## src/rtl/mem_stage_pkg.sv

```systemverilog
// ----------------------------------------------------------------------------
// mem_stage_pkg
// Shared definitions for the memory-access pipeline stage: ALU op encodings
// (load/store subset plus a couple of non-memory ops), widths, FSM states and
// small decode helpers used by mem_stage and mem_align.
// The backtick macros mirror the localparams for code that prefers the
// classic config-header spelling.
// ----------------------------------------------------------------------------

`ifndef MEM_STAGE_DEFINES
`define MEM_STAGE_DEFINES
`define ALU_OP_WIDTH 8
`define REG_WIDTH    5
`define ZeroWord     32'h0000_0000
`define ALU_LB       8'h10
`define ALU_LH       8'h11
`define ALU_LW       8'h12
`define ALU_LBU      8'h13
`define ALU_LHU      8'h14
`define ALU_SB       8'h18
`define ALU_SH       8'h19
`define ALU_SW       8'h1A
`endif

package mem_stage_pkg;

   localparam int ALU_OP_W = 8;
   localparam int REG_W    = 5;

   localparam logic [31:0] ZERO_WORD = 32'h0000_0000;

   localparam logic [ALU_OP_W-1:0] ALU_NOP = 8'h00;
   localparam logic [ALU_OP_W-1:0] ALU_ADD = 8'h01;
   localparam logic [ALU_OP_W-1:0] ALU_LB  = 8'h10;
   localparam logic [ALU_OP_W-1:0] ALU_LH  = 8'h11;
   localparam logic [ALU_OP_W-1:0] ALU_LW  = 8'h12;
   localparam logic [ALU_OP_W-1:0] ALU_LBU = 8'h13;
   localparam logic [ALU_OP_W-1:0] ALU_LHU = 8'h14;
   localparam logic [ALU_OP_W-1:0] ALU_SB  = 8'h18;
   localparam logic [ALU_OP_W-1:0] ALU_SH  = 8'h19;
   localparam logic [ALU_OP_W-1:0] ALU_SW  = 8'h1A;

   typedef enum logic [1:0] {
      ST_IDLE = 2'd0,
      ST_REQ  = 2'd1,
      ST_WAIT = 2'd2
   } state_e;

   typedef enum logic [1:0] {
      SZ_BYTE = 2'd0,
      SZ_HALF = 2'd1,
      SZ_WORD = 2'd2
   } size_e;

   function automatic logic is_load(input logic [ALU_OP_W-1:0] op);
      return (op == ALU_LB) || (op == ALU_LH) || (op == ALU_LW) ||
             (op == ALU_LBU) || (op == ALU_LHU);
   endfunction

   function automatic logic is_store(input logic [ALU_OP_W-1:0] op);
      return (op == ALU_SB) || (op == ALU_SH) || (op == ALU_SW);
   endfunction

   function automatic logic is_mem_op(input logic [ALU_OP_W-1:0] op);
      return is_load(op) || is_store(op);
   endfunction

   function automatic size_e op_size(input logic [ALU_OP_W-1:0] op);
      size_e sz;
      case (op)
         ALU_LB, ALU_LBU, ALU_SB: sz = SZ_BYTE;
         ALU_LH, ALU_LHU, ALU_SH: sz = SZ_HALF;
         default:                 sz = SZ_WORD;
      endcase
      return sz;
   endfunction

   function automatic logic is_unsigned_load(input logic [ALU_OP_W-1:0] op);
      return (op == ALU_LBU) || (op == ALU_LHU);
   endfunction

   // Halfwords must sit on an even address, words on a multiple of four.
   function automatic logic is_misaligned(input logic [ALU_OP_W-1:0] op,
                                          input logic [1:0]          lo);
      size_e sz;
      sz = op_size(op);
      return is_mem_op(op) &&
             (((sz == SZ_HALF) && lo[0]) || ((sz == SZ_WORD) && (lo != 2'b00)));
   endfunction

endpackage

```

## src/rtl/mem_align.sv

```systemverilog
// ----------------------------------------------------------------------------
// mem_align
// Purely combinational byte-lane steering for the memory stage.
//   op_i          : ALU op (selects access size / signedness)
//   addr_lo_i     : low two address bits (lane selector, little-endian)
//   store_data_i  : rs2 value for stores
//   rdata_i       : raw word returned by the data bus
//   be_o          : byte enables for the bus
//   wdata_o       : store data replicated across all lanes
//   load_data_o   : lane-shifted and sign/zero-extended load result
// Offending low bits are dropped (halfword ignores bit 0, word ignores both),
// which gives forced alignment when misaligned trapping is not built in.
// ----------------------------------------------------------------------------
module mem_align
   import mem_stage_pkg::*;
(
   input  logic [ALU_OP_W-1:0] op_i,
   input  logic [1:0]          addr_lo_i,
   input  logic [31:0]         store_data_i,
   input  logic [31:0]         rdata_i,
   output logic [3:0]          be_o,
   output logic [31:0]         wdata_o,
   output logic [31:0]         load_data_o
);

   size_e       size;
   logic [1:0]  lane;
   logic [31:0] shifted;

   // Lane selection, enables and replicated store data.
   always_comb begin
      size    = op_size(op_i);
      lane    = addr_lo_i;
      be_o    = 4'hF;
      wdata_o = store_data_i;
      case (size)
         SZ_BYTE: begin
            be_o    = 4'b0001 << lane;
            wdata_o = {4{store_data_i[7:0]}};
         end
         SZ_HALF: begin
            lane[0] = 1'b0;
            be_o    = 4'b0011 << lane;
            wdata_o = {2{store_data_i[15:0]}};
         end
         default: begin
            lane = 2'b00;
         end
      endcase
   end

   // Bring the addressed lane down to bit 0, then extend to a full word.
   always_comb begin
      shifted     = rdata_i >> {lane, 3'b000};
      load_data_o = shifted;
      case (size)
         SZ_BYTE: load_data_o = is_unsigned_load(op_i) ?
                                {24'h0, shifted[7:0]} :
                                {{24{shifted[7]}}, shifted[7:0]};
         SZ_HALF: load_data_o = is_unsigned_load(op_i) ?
                                {16'h0, shifted[15:0]} :
                                {{16{shifted[15]}}, shifted[15:0]};
         default: load_data_o = shifted;
      endcase
   end

endmodule

```

## src/rtl/mem_stage.sv

```systemverilog
// ----------------------------------------------------------------------------
// mem_stage
// Memory-access pipeline stage. Non-memory results pass straight to the
// registered write-back bundle. Loads/stores are latched and driven onto a
// req/gnt/rvalid data bus while stallreq holds the upstream pipeline.
// Ports:
//   CLK, RST                 : clock, synchronous active-low reset
//   AluOP_i .. rd_data_i     : EX-stage result bundle
//   mem_req/we/addr/be/wdata : bus request side (held stable until mem_gnt)
//   mem_gnt/rvalid/rdata     : bus response side
//   rd_o/rd_op_o/rd_data_o   : registered write-back bundle
//   stallreq                 : hold upstream while an access is outstanding
// Optional build macro MISALIGN_TRAP_EN adds misalign_o / badaddr_o and
// suppresses bus requests for misaligned halfword/word accesses.
// ----------------------------------------------------------------------------
module mem_stage
   import mem_stage_pkg::*;
#(
   parameter int ADDR_W = 32,
   parameter int DATA_W = 32
) (
   input  logic                CLK,
   input  logic                RST,
   input  logic [ALU_OP_W-1:0] AluOP_i,
   input  logic [31:0]         mem_addr_i,
   input  logic [DATA_W-1:0]   store_data_i,
   input  logic [REG_W-1:0]    rd_i,
   input  logic                rd_op_i,
   input  logic [DATA_W-1:0]   rd_data_i,
   output logic                mem_req,
   output logic                mem_we,
   output logic [ADDR_W-1:0]   mem_addr,
   output logic [3:0]          mem_be,
   output logic [DATA_W-1:0]   mem_wdata,
   input  logic                mem_gnt,
   input  logic                mem_rvalid,
   input  logic [DATA_W-1:0]   mem_rdata,
   output logic [REG_W-1:0]    rd_o,
   output logic                rd_op_o,
   output logic [DATA_W-1:0]   rd_data_o,
`ifdef MISALIGN_TRAP_EN
   output logic                misalign_o,
   output logic [31:0]         badaddr_o,
`endif
   output logic                stallreq
);

   state_e              state_q, state_d;
   logic [ALU_OP_W-1:0] op_q, op_d;
   logic [31:0]         addr_q, addr_d;
   logic [DATA_W-1:0]   sdata_q, sdata_d;
   logic [REG_W-1:0]    rd_q, rd_d;
   logic                rdop_q, rdop_d;
   logic [REG_W-1:0]    wbRd_q, wbRd_d;
   logic                wbRdOp_q, wbRdOp_d;
   logic [DATA_W-1:0]   wbData_q, wbData_d;
   logic                stall;
   logic                trap;
   logic [DATA_W-1:0]   loadData;
`ifdef MISALIGN_TRAP_EN
   logic                misalign_q, misalign_d;
   logic [31:0]         badaddr_q, badaddr_d;
`endif

   mem_align u_align (
      .op_i         (op_q),
      .addr_lo_i    (addr_q[1:0]),
      .store_data_i (sdata_q),
      .rdata_i      (mem_rdata),
      .be_o         (mem_be),
      .wdata_o      (mem_wdata),
      .load_data_o  (loadData)
   );

`ifdef MISALIGN_TRAP_EN
   assign trap = is_misaligned(AluOP_i, mem_addr_i[1:0]);
`else
   assign trap = 1'b0;
`endif

   // State register plus latched request fields and write-back bundle.
   always_ff @(posedge CLK) begin
      if (!RST) begin
         state_q    <= ST_IDLE;
         op_q       <= '0;
         addr_q     <= '0;
         sdata_q    <= '0;
         rd_q       <= '0;
         rdop_q     <= 1'b0;
         wbRd_q     <= '0;
         wbRdOp_q   <= 1'b0;
         wbData_q   <= '0;
`ifdef MISALIGN_TRAP_EN
         misalign_q <= 1'b0;
         badaddr_q  <= '0;
`endif
      end else begin
         state_q    <= state_d;
         op_q       <= op_d;
         addr_q     <= addr_d;
         sdata_q    <= sdata_d;
         rd_q       <= rd_d;
         rdop_q     <= rdop_d;
         wbRd_q     <= wbRd_d;
         wbRdOp_q   <= wbRdOp_d;
         wbData_q   <= wbData_d;
`ifdef MISALIGN_TRAP_EN
         misalign_q <= misalign_d;
         badaddr_q  <= badaddr_d;
`endif
      end
   end

   // Next-state and write-back selection. Any cycle that is not a retiring
   // ALU op or a completing load writes a bubble (rd_op_o = 0).
   always_comb begin
      state_d  = state_q;
      op_d     = op_q;
      addr_d   = addr_q;
      sdata_d  = sdata_q;
      rd_d     = rd_q;
      rdop_d   = rdop_q;
      wbRd_d   = wbRd_q;
      wbRdOp_d = 1'b0;
      wbData_d = wbData_q;
      stall    = 1'b0;
`ifdef MISALIGN_TRAP_EN
      misalign_d = 1'b0;
      badaddr_d  = badaddr_q;
`endif
      case (state_q)
         ST_IDLE: begin
            if (is_mem_op(AluOP_i) && trap) begin
`ifdef MISALIGN_TRAP_EN
               misalign_d = 1'b1;
               badaddr_d  = mem_addr_i;
`endif
            end else if (is_mem_op(AluOP_i)) begin
               op_d    = AluOP_i;
               addr_d  = mem_addr_i;
               sdata_d = store_data_i;
               rd_d    = rd_i;
               rdop_d  = rd_op_i;
               stall   = 1'b1;
               state_d = ST_REQ;
            end else begin
               wbRd_d   = rd_i;
               wbRdOp_d = rd_op_i;
               wbData_d = rd_data_i;
            end
         end
         ST_REQ: begin
            stall = 1'b1;
            if (mem_gnt) begin
               if (!is_load(op_q)) begin
                  stall   = 1'b0;
                  state_d = ST_IDLE;
               end else if (mem_rvalid) begin
                  stall    = 1'b0;
                  wbRd_d   = rd_q;
                  wbRdOp_d = rdop_q;
                  wbData_d = loadData;
                  state_d  = ST_IDLE;
               end else begin
                  state_d = ST_WAIT;
               end
            end
         end
         ST_WAIT: begin
            stall = 1'b1;
            if (mem_rvalid) begin
               stall    = 1'b0;
               wbRd_d   = rd_q;
               wbRdOp_d = rdop_q;
               wbData_d = loadData;
               state_d  = ST_IDLE;
            end
         end
         default: begin
            state_d = ST_IDLE;
         end
      endcase
   end

   // Reset gates the request and stall immediately rather than a cycle later.
   assign mem_req   = RST && (state_q == ST_REQ);
   assign stallreq  = RST && stall;
   assign mem_we    = is_store(op_q);
   assign mem_addr  = {addr_q[ADDR_W-1:2], 2'b00};
   assign rd_o      = wbRd_q;
   assign rd_op_o   = wbRdOp_q;
   assign rd_data_o = wbData_q;
`ifdef MISALIGN_TRAP_EN
   assign misalign_o = misalign_q;
   assign badaddr_o  = badaddr_q;
`endif

endmodule

```

## config.mk

```make
export PLATFORM = sky130hd
export DESIGN_NAME = mem_stage
export DESIGN_NICKNAME = d
export VERILOG_FILES = /design/src/rtl/mem_stage_pkg.sv /design/src/rtl/mem_align.sv /design/src/rtl/mem_stage.sv
export SDC_FILE = /design/constraint.sdc
export NUM_CORES = 1
export LEC_CHECK = 0
export ABC_CLOCK_PERIOD_IN_PS = 3100
export CAP_MARGIN = 20
export CORE_MARGIN = 10
export CORE_UTILIZATION = 43
export DETAILED_ROUTE_END_ITERATION = 7
export PLACE_DENSITY = 0.82
export SYNTH_ARGS = -nofsm -noshare
export SYNTH_HDL_FRONTEND = slang
export SYNTH_SLANG_ARGS = --single-unit
export TNS_END_PERCENT = 50
```

## constraint.sdc

```tcl
create_clock -name CLK -period 3.1 [get_ports CLK]
set_clock_uncertainty 0.15 [all_clocks]
set_input_delay 0.465 -clock CLK [delete_from_list [all_inputs] [get_ports CLK]]
set_output_delay 0.465 -clock CLK [all_outputs]
set_load 0.02 [all_outputs]
```

======== Word-level counts from Yosys, hierarchy flattened ========
Cells that the tools add are included.
cells by class
  shifts and indexed selects .............. 3
  equal/unequal tests ..................... 24
  div/mod/pow operators ................... 0
  $lt $le $gt $ge ......................... 0
  $add $sub $neg .......................... 0
  bitwise gates (word level) .............. 0
  reductions and logical operators ........ 25
  mux-type cells .......................... 34
  multiply operators ...................... 0
operator list
  kind                                                                   count
  32-bit two-way mux                                                     6
  8-bit by 5-bit equality test with 1-bit output, second input constant  16
  32-bit case mux with 2 select lines                                    2
  32-bit case mux with 3 select lines                                    1
  32-bit by 5-bit right shift with 32-bit output                         1
  5-bit two-way mux                                                      4
  5-bit case mux with 3 select lines                                     1
  1-bit logical OR                                                       14
  1-bit two-way mux                                                      10
  2-bit two-way mux                                                      5
  2-bit inequality test, second input constant                           5
  4-bit case mux with 2 select lines                                     1
  1-bit case mux with 3 select lines                                     2
  2-bit case mux with 3 select lines                                     1
  3-bit OR reduction                                                     2
  2-bit by 1-bit equality test with 1-bit output, second input constant  2
  2-bit zero test                                                        2
  2-bit case mux with 2 select lines                                     1
  4-bit AND reduction                                                    1
  1-bit by 2-bit left shift with 4-bit output, first input constant      1
  2-bit by 2-bit left shift with 4-bit output, first input constant      1
  3-bit AND reduction                                                    1
  3-bit nonzero test                                                     1
  2-bit equality test, second input constant                             1
  other kinds (3)                                                        4
word-level totals
  memory bits (read-only) ................. 0
  bits in writable memories ............... 0
  latch bits .............................. 0
  memories kept ........................... 0
  register bits ........................... 118
  output and inout bits ................... 109
  bits of input ports ..................... 146

======== Logic depth before layout (Yosys ltp) ========
  depth after elaboration ................. 13
  mapped depth ............................ 9
  depth with buffers taken out ............ 7

======== By module ========
A second synthesis with hierarchy kept.
unflattened totals
  cells, all modules ...................... 737
  area total of the unflattened synthesis .. 6356.1 sq um
by module, submodules not included
  module     instances  cells an instance  area an instance (sq um)  sequential area each (sq um)
  mem_stage  1          573                5119.9                    2362.3
  mem_align  1          164                1236.2                    0.0

======== Least setup slack after synthesis ========
Ideal clock, no wire load.
  kind .................................... reg-to-reg
  from .................................... register op_q[0]
  to ...................................... register wbData_q[17], in the netlist rd_data_o[17]
  required time ........................... 2855 ps
  buffers on the path ..................... 2
  path slack .............................. 269 ps
  clock period less this slack ............ 2831 ps
  data arrival time ....................... 2585 ps
  cell stages (with the launch flop) ...... 9
  cells stage by stage .................... dfxtp_1 clkbuf_1 nand3b_1 a2111oi_4 mux4_2 o31ai_4 a211oi_4 buf_6 a221oi_1
between the ends
  cells in the longest elaborated chain, start to end .. 13
  elaborated cells between the ends (all ways) .. 30
  classes of those cells .................. eq/ne (9); shift (1); mux (10); reduce/logical (10)
RTL lines
  element                                                                                   line                                source
  start, declared                                                                           mem_stage.sv:49                     logic [ALU_OP_W-1:0] op_q, op_d;
  start signal, assigned                                                                    mem_stage.sv:99                     op_q <= op_d;
  8-bit by 5-bit equality test with 1-bit output, on equally long branches                  n/a
  3-bit OR reduction                                                                        mem_stage_pkg.sv:70                 case (op)
  2-bit case mux with 2 select lines                                                        mem_stage_pkg.sv:70
  2-bit by 1-bit equality test with 1-bit output / 2-bit zero test (equally long branches)  mem_align.sv:36, mem_align.sv:56
  2-bit OR reduction (no line)                                                              n/a
  1-bit two-way mux                                                                         mem_align.sv:36                     case (size)
  32-bit by 5-bit right shift with 32-bit output                                            mem_align.sv:54                     shifted = rdata_i >> {lane, 3'b000};
  32-bit two-way mux, on equally long branches                                              mem_align.sv:60, mem_align.sv:57
  32-bit case mux with 2 select lines                                                       mem_align.sv:56                     case (size)
  32-bit two-way mux                                                                        mem_stage.sv:158, mem_stage.sv:171
  32-bit two-way mux                                                                        mem_stage.sv:155                    if (!is_load(op_q)) begin
  32-bit two-way mux                                                                        mem_stage.sv:154                    if (mem_gnt) begin
  32-bit case mux with 3 select lines                                                       mem_stage.sv:131                    case (state_q)
  end signal, assigned                                                                      mem_stage.sv:106                    wbData_q <= wbData_d;
  end, declared                                                                             mem_stage.sv:56                     logic [DATA_W-1:0] wbData_q, wbData_d;
Parallel ways exist; a longest one is shown, timed or not. The select of a mux whose other input is x is not followed.
A chain may end at the register's enable or synchronous reset.

======== Worst setup path in the final report ========
  from .................................... register op_q[5]
  to ...................................... output port mem_we
between the ends
  cells in the longest elaborated chain, start to end .. 3
  elaborated cells between the ends (all ways) .. 5
  classes of those cells .................. eq/ne (3); reduce/logical (2)
RTL lines
  element                                         line                 source
  8-bit by 5-bit equality test with 1-bit output  mem_stage_pkg.sv:61  return (op == ALU_SB) || (op == ALU_SH) || (op == ALU_SW);
  1-bit logical OR                                mem_stage_pkg.sv:61
  1-bit logical OR *                              mem_stage_pkg.sv:61
  end, declared                                   mem_stage.sv:31      output logic mem_we,
Mark *: on every way between the ends. The rest lies on a longest branch, timed or not.

==> flow_summary.ini <==
[run_status]
status = finished, final reports clean

[place]
dp_slack_ns = 0.0784
place_hpwl_um = 15100
placed_area_sq_mm = 0.00831
io_buffers = 252
gp_congestion = 0.845
dp.cells = 1074

[min_path]
hp-start = addr_q[12]$_SDFFE_PN0P_
hold_class = reg2reg
min_to = addr_q[12]$_SDFFE_PN0P_
hold_path_depth = 2

[global_route]
grt_remaining_overflow = 0
grt_max_degree = 78
grtUsageTotal_pct = 22.1
grt_pass1_vias = 5821
grt_pass1_wl_um = 32000
antenna_found_initial = 0

[critical_path]
critical_path_class = reg2out
timing.rr.end = rd_data_o[14]$_SDFFE_PN0P_
crit_arrival_ns = 2.37
reg2reg_from = op_q[5]$_SDFFE_PN0P_
start_kind = flop
cp_data_required_time_ns = 2.48
r2r_cells = 7
critPathCaptureType = primary output
rrSetupSlack_ns = 0.20
critPathMaxFanout = 4

[power]
power_per_cell_area_mw_per_mm2 = 475
ir_drop_mv = 0.404
total_power_mw = 4.25
total_leakage_power_nw = 3.50

[logic_synthesis]
yosysWarnings = 0
yosysSeqAreaShare_pct = 40.7
yosysUniqueCellTypes = 50
synth.cell_area_sq_mm = 0.00581
avgSynthCellArea_sq_um = 8.14
synth_seq_cells = 118
syn_inst = 714

[routing]
vias = 5891
wirelength_um = 21000
drc = 0
final_antenna_net_count = 0
viasPerCell = 5.33
drtIter0Drc = 396
firstDrtPassIters = 5
post_drt_wl_per_cell_um = 19.0

[final_layout]
finalInstanceArea_sq_mm = 0.00895
nets = 1067
fin_cells = 1106
layout_common_cells = clkdlybuf4s50_1, nand2_1, dfxtp_1
layout_commonest_cell = clkdlybuf4s50_1
antenna_cells = 0
syn_to_final_growth_pct = 54.1
drive_gt1_share_pct = 11.1

[cts]
htreeDepth = 4
ctsLongestPathBuffers = 2
cts_sinks = 118
cts_tree = built
cts_buffers = 17
clock_latency_ns = 0.41
clk_pin_slew_worst_paths_ns = 0.05
clockRootBuffer = clkbuf_16
post_cts_buffers = 0

[sta]
finalMaxSlewViolations = 0
setup_viol = 0
relSlewSlack_pct = 48.2
period_needed_ns = 2.98
timing.final.ws_setup_ns = 0.117
worst_pin_slew_ns = 0.778
rsz0062_at_grt = false
final_hold_viol_count = 0
fin_tns_setup_ns = 0
fin_crit_sh_pct = 96.2
fmax_ghz = 0.335

[floorplanning]
ios = 255
core_area_sq_mm = 0.0132
die_h_um = 136
rows = 42
fp.dieW_um = 136
die_area_sq_mm = 0.0186
initial_utilization_pct = 43.9

[job]
drv_cap = 0
==> layout make-up <==
cell class                 count  area, sq um
clock buffer                  24          482
clock inverter                 8          121
fill                        1055         4290
inverter                      21         80.1
multi-input combinational    481         2890
sequential                   118         2360
tap                          176          220
timing repair buffer         278         2790
==> critical path: stages (launching register included) <==
cell	delay, ns
dfxtp_1	0.32
or4b_4	0.59
buf_4	0.18
nor3_1	0.19
clkdlybuf4s50_1	0.68
==> synth_stat cells (all sizes together) <==
cell,number,area (sq um)
ha,4,50.1
nor2,24,90.1
nor3,10,50.1
o31ai,1,21.3
inv,21,78.8
a211oi,7,65.1
o32a,1,10.0
buf,52,364
and2,2,12.5
mux2i,17,170
nor4b,3,26.3
nor4,5,31.3
mux4,8,180
or2,1,6.26
a222oi,8,80.1
o21a,1,7.51
a2111oi,6,71.3
o2111ai,1,8.76
and3,8,50.1
a21oi,91,455
a211o,1,8.76
nand3,5,25.0
a221oi,16,153
nand3b,1,7.51
clkbuf,43,161
nor3b,2,15.0
nand4,1,6.26
a31oi,2,12.5
a2111o,1,11.3
conb,1,3.75
mux2,23,259
o2bb2ai,1,8.76
o21ai,30,150
a32oi,1,8.76
a32o,1,10.0
o22ai,1,12.5
nand2b,2,12.5
dfxtp,118,2360
or4b,1,10.0
o221ai,2,17.5
a21o,1,7.51
o221a,1,11.3
nand2,188,706
==> worst max path at each step <==
stage / start / end / slack, ns / depth (start not counted)
2_1_floorplan: op_q[0]$_SDFFE_PN0P_ / rd_data_o[17]$_SDFFE_PN0P_ / 0.27 / 8
4_1_cts: op_q[0]$_SDFFE_PN0P_ / mem_wdata[21] / 0.03 / 6
3_5_place_dp: AluOP_i[5] / stallreq / 0.08 / 7
5_1_grt: op_q[5]$_SDFFE_PN0P_ / mem_wdata[29] / 0.001 / 7
3_3_place_gp: AluOP_i[5] / stallreq / 0.06 / 7
6_report: op_q[5]$_SDFFE_PN0P_ / mem_we / 0.12 / 4
==> flip-flops by register name, indices dropped and copies added (netlist names) <==
| name | cells |
|---|---|
| rd_op_o | 1 |
| addr_q | 32 |
| rd_data_o | 32 |
| rdop_q | 1 |
| state_q | 2 |
| rd_o | 5 |
| op_q | 8 |
| rd_q | 5 |
| sdata_q | 32 |
==> logic make-up after synthesis <==
kind of cell / count (synthesis) / synth area share (%)
AO/OA/AOI/OAI: 174 / 19.5
adder cells (fa/ha/maj): 4 / 0.862
buffers and inverters: 116 / 10.4
flip-flops: 118 / 40.7
multiplexers: 48 / 10.5
other: 1 / 0.0646
AND/OR/NAND/NOR: 253 / 18.0
==> metrics by stage <==
step           utilization [%]  hold WS, ns
2_1_floorplan                -        0.283
3_3_place_gp              62.8        0.291
3_5_place_dp              62.8        0.296
4_1_cts                   67.4        0.303
5_1_grt                   67.6        0.319
6_report                  67.6        0.300
==> report_power, final <==
part / switching, mW / total [mW] / internal (mW) / leakage, nW
clock: 0.683 / 2.01 / 1.32 / 0.294
sequential: 0.0348 / 1.61 / 1.58 / 0.963
combinational: 0.289 / 0.635 / 0.346 / 2.24
total: 1.01 / 4.25 / 3.25 / 3.50
==> what timing repair did <==
item | in CTS | in global routing
endpoints found under the setup margin | 24 | 14
hold buffers | 0 | 0
gates resized for setup | 27 | 14
cloned | 0 | 0
==> layer usage <==
metal | track usage [%] | share of wire, %
met5 | 0 | 0
met4 | 9.17 | 2.0
met3 | 8.38 | 11
met2 | 37.3 | 49
met1 | 24.4 | 38
Note: power is estimated with default switching activity, not from simulation.
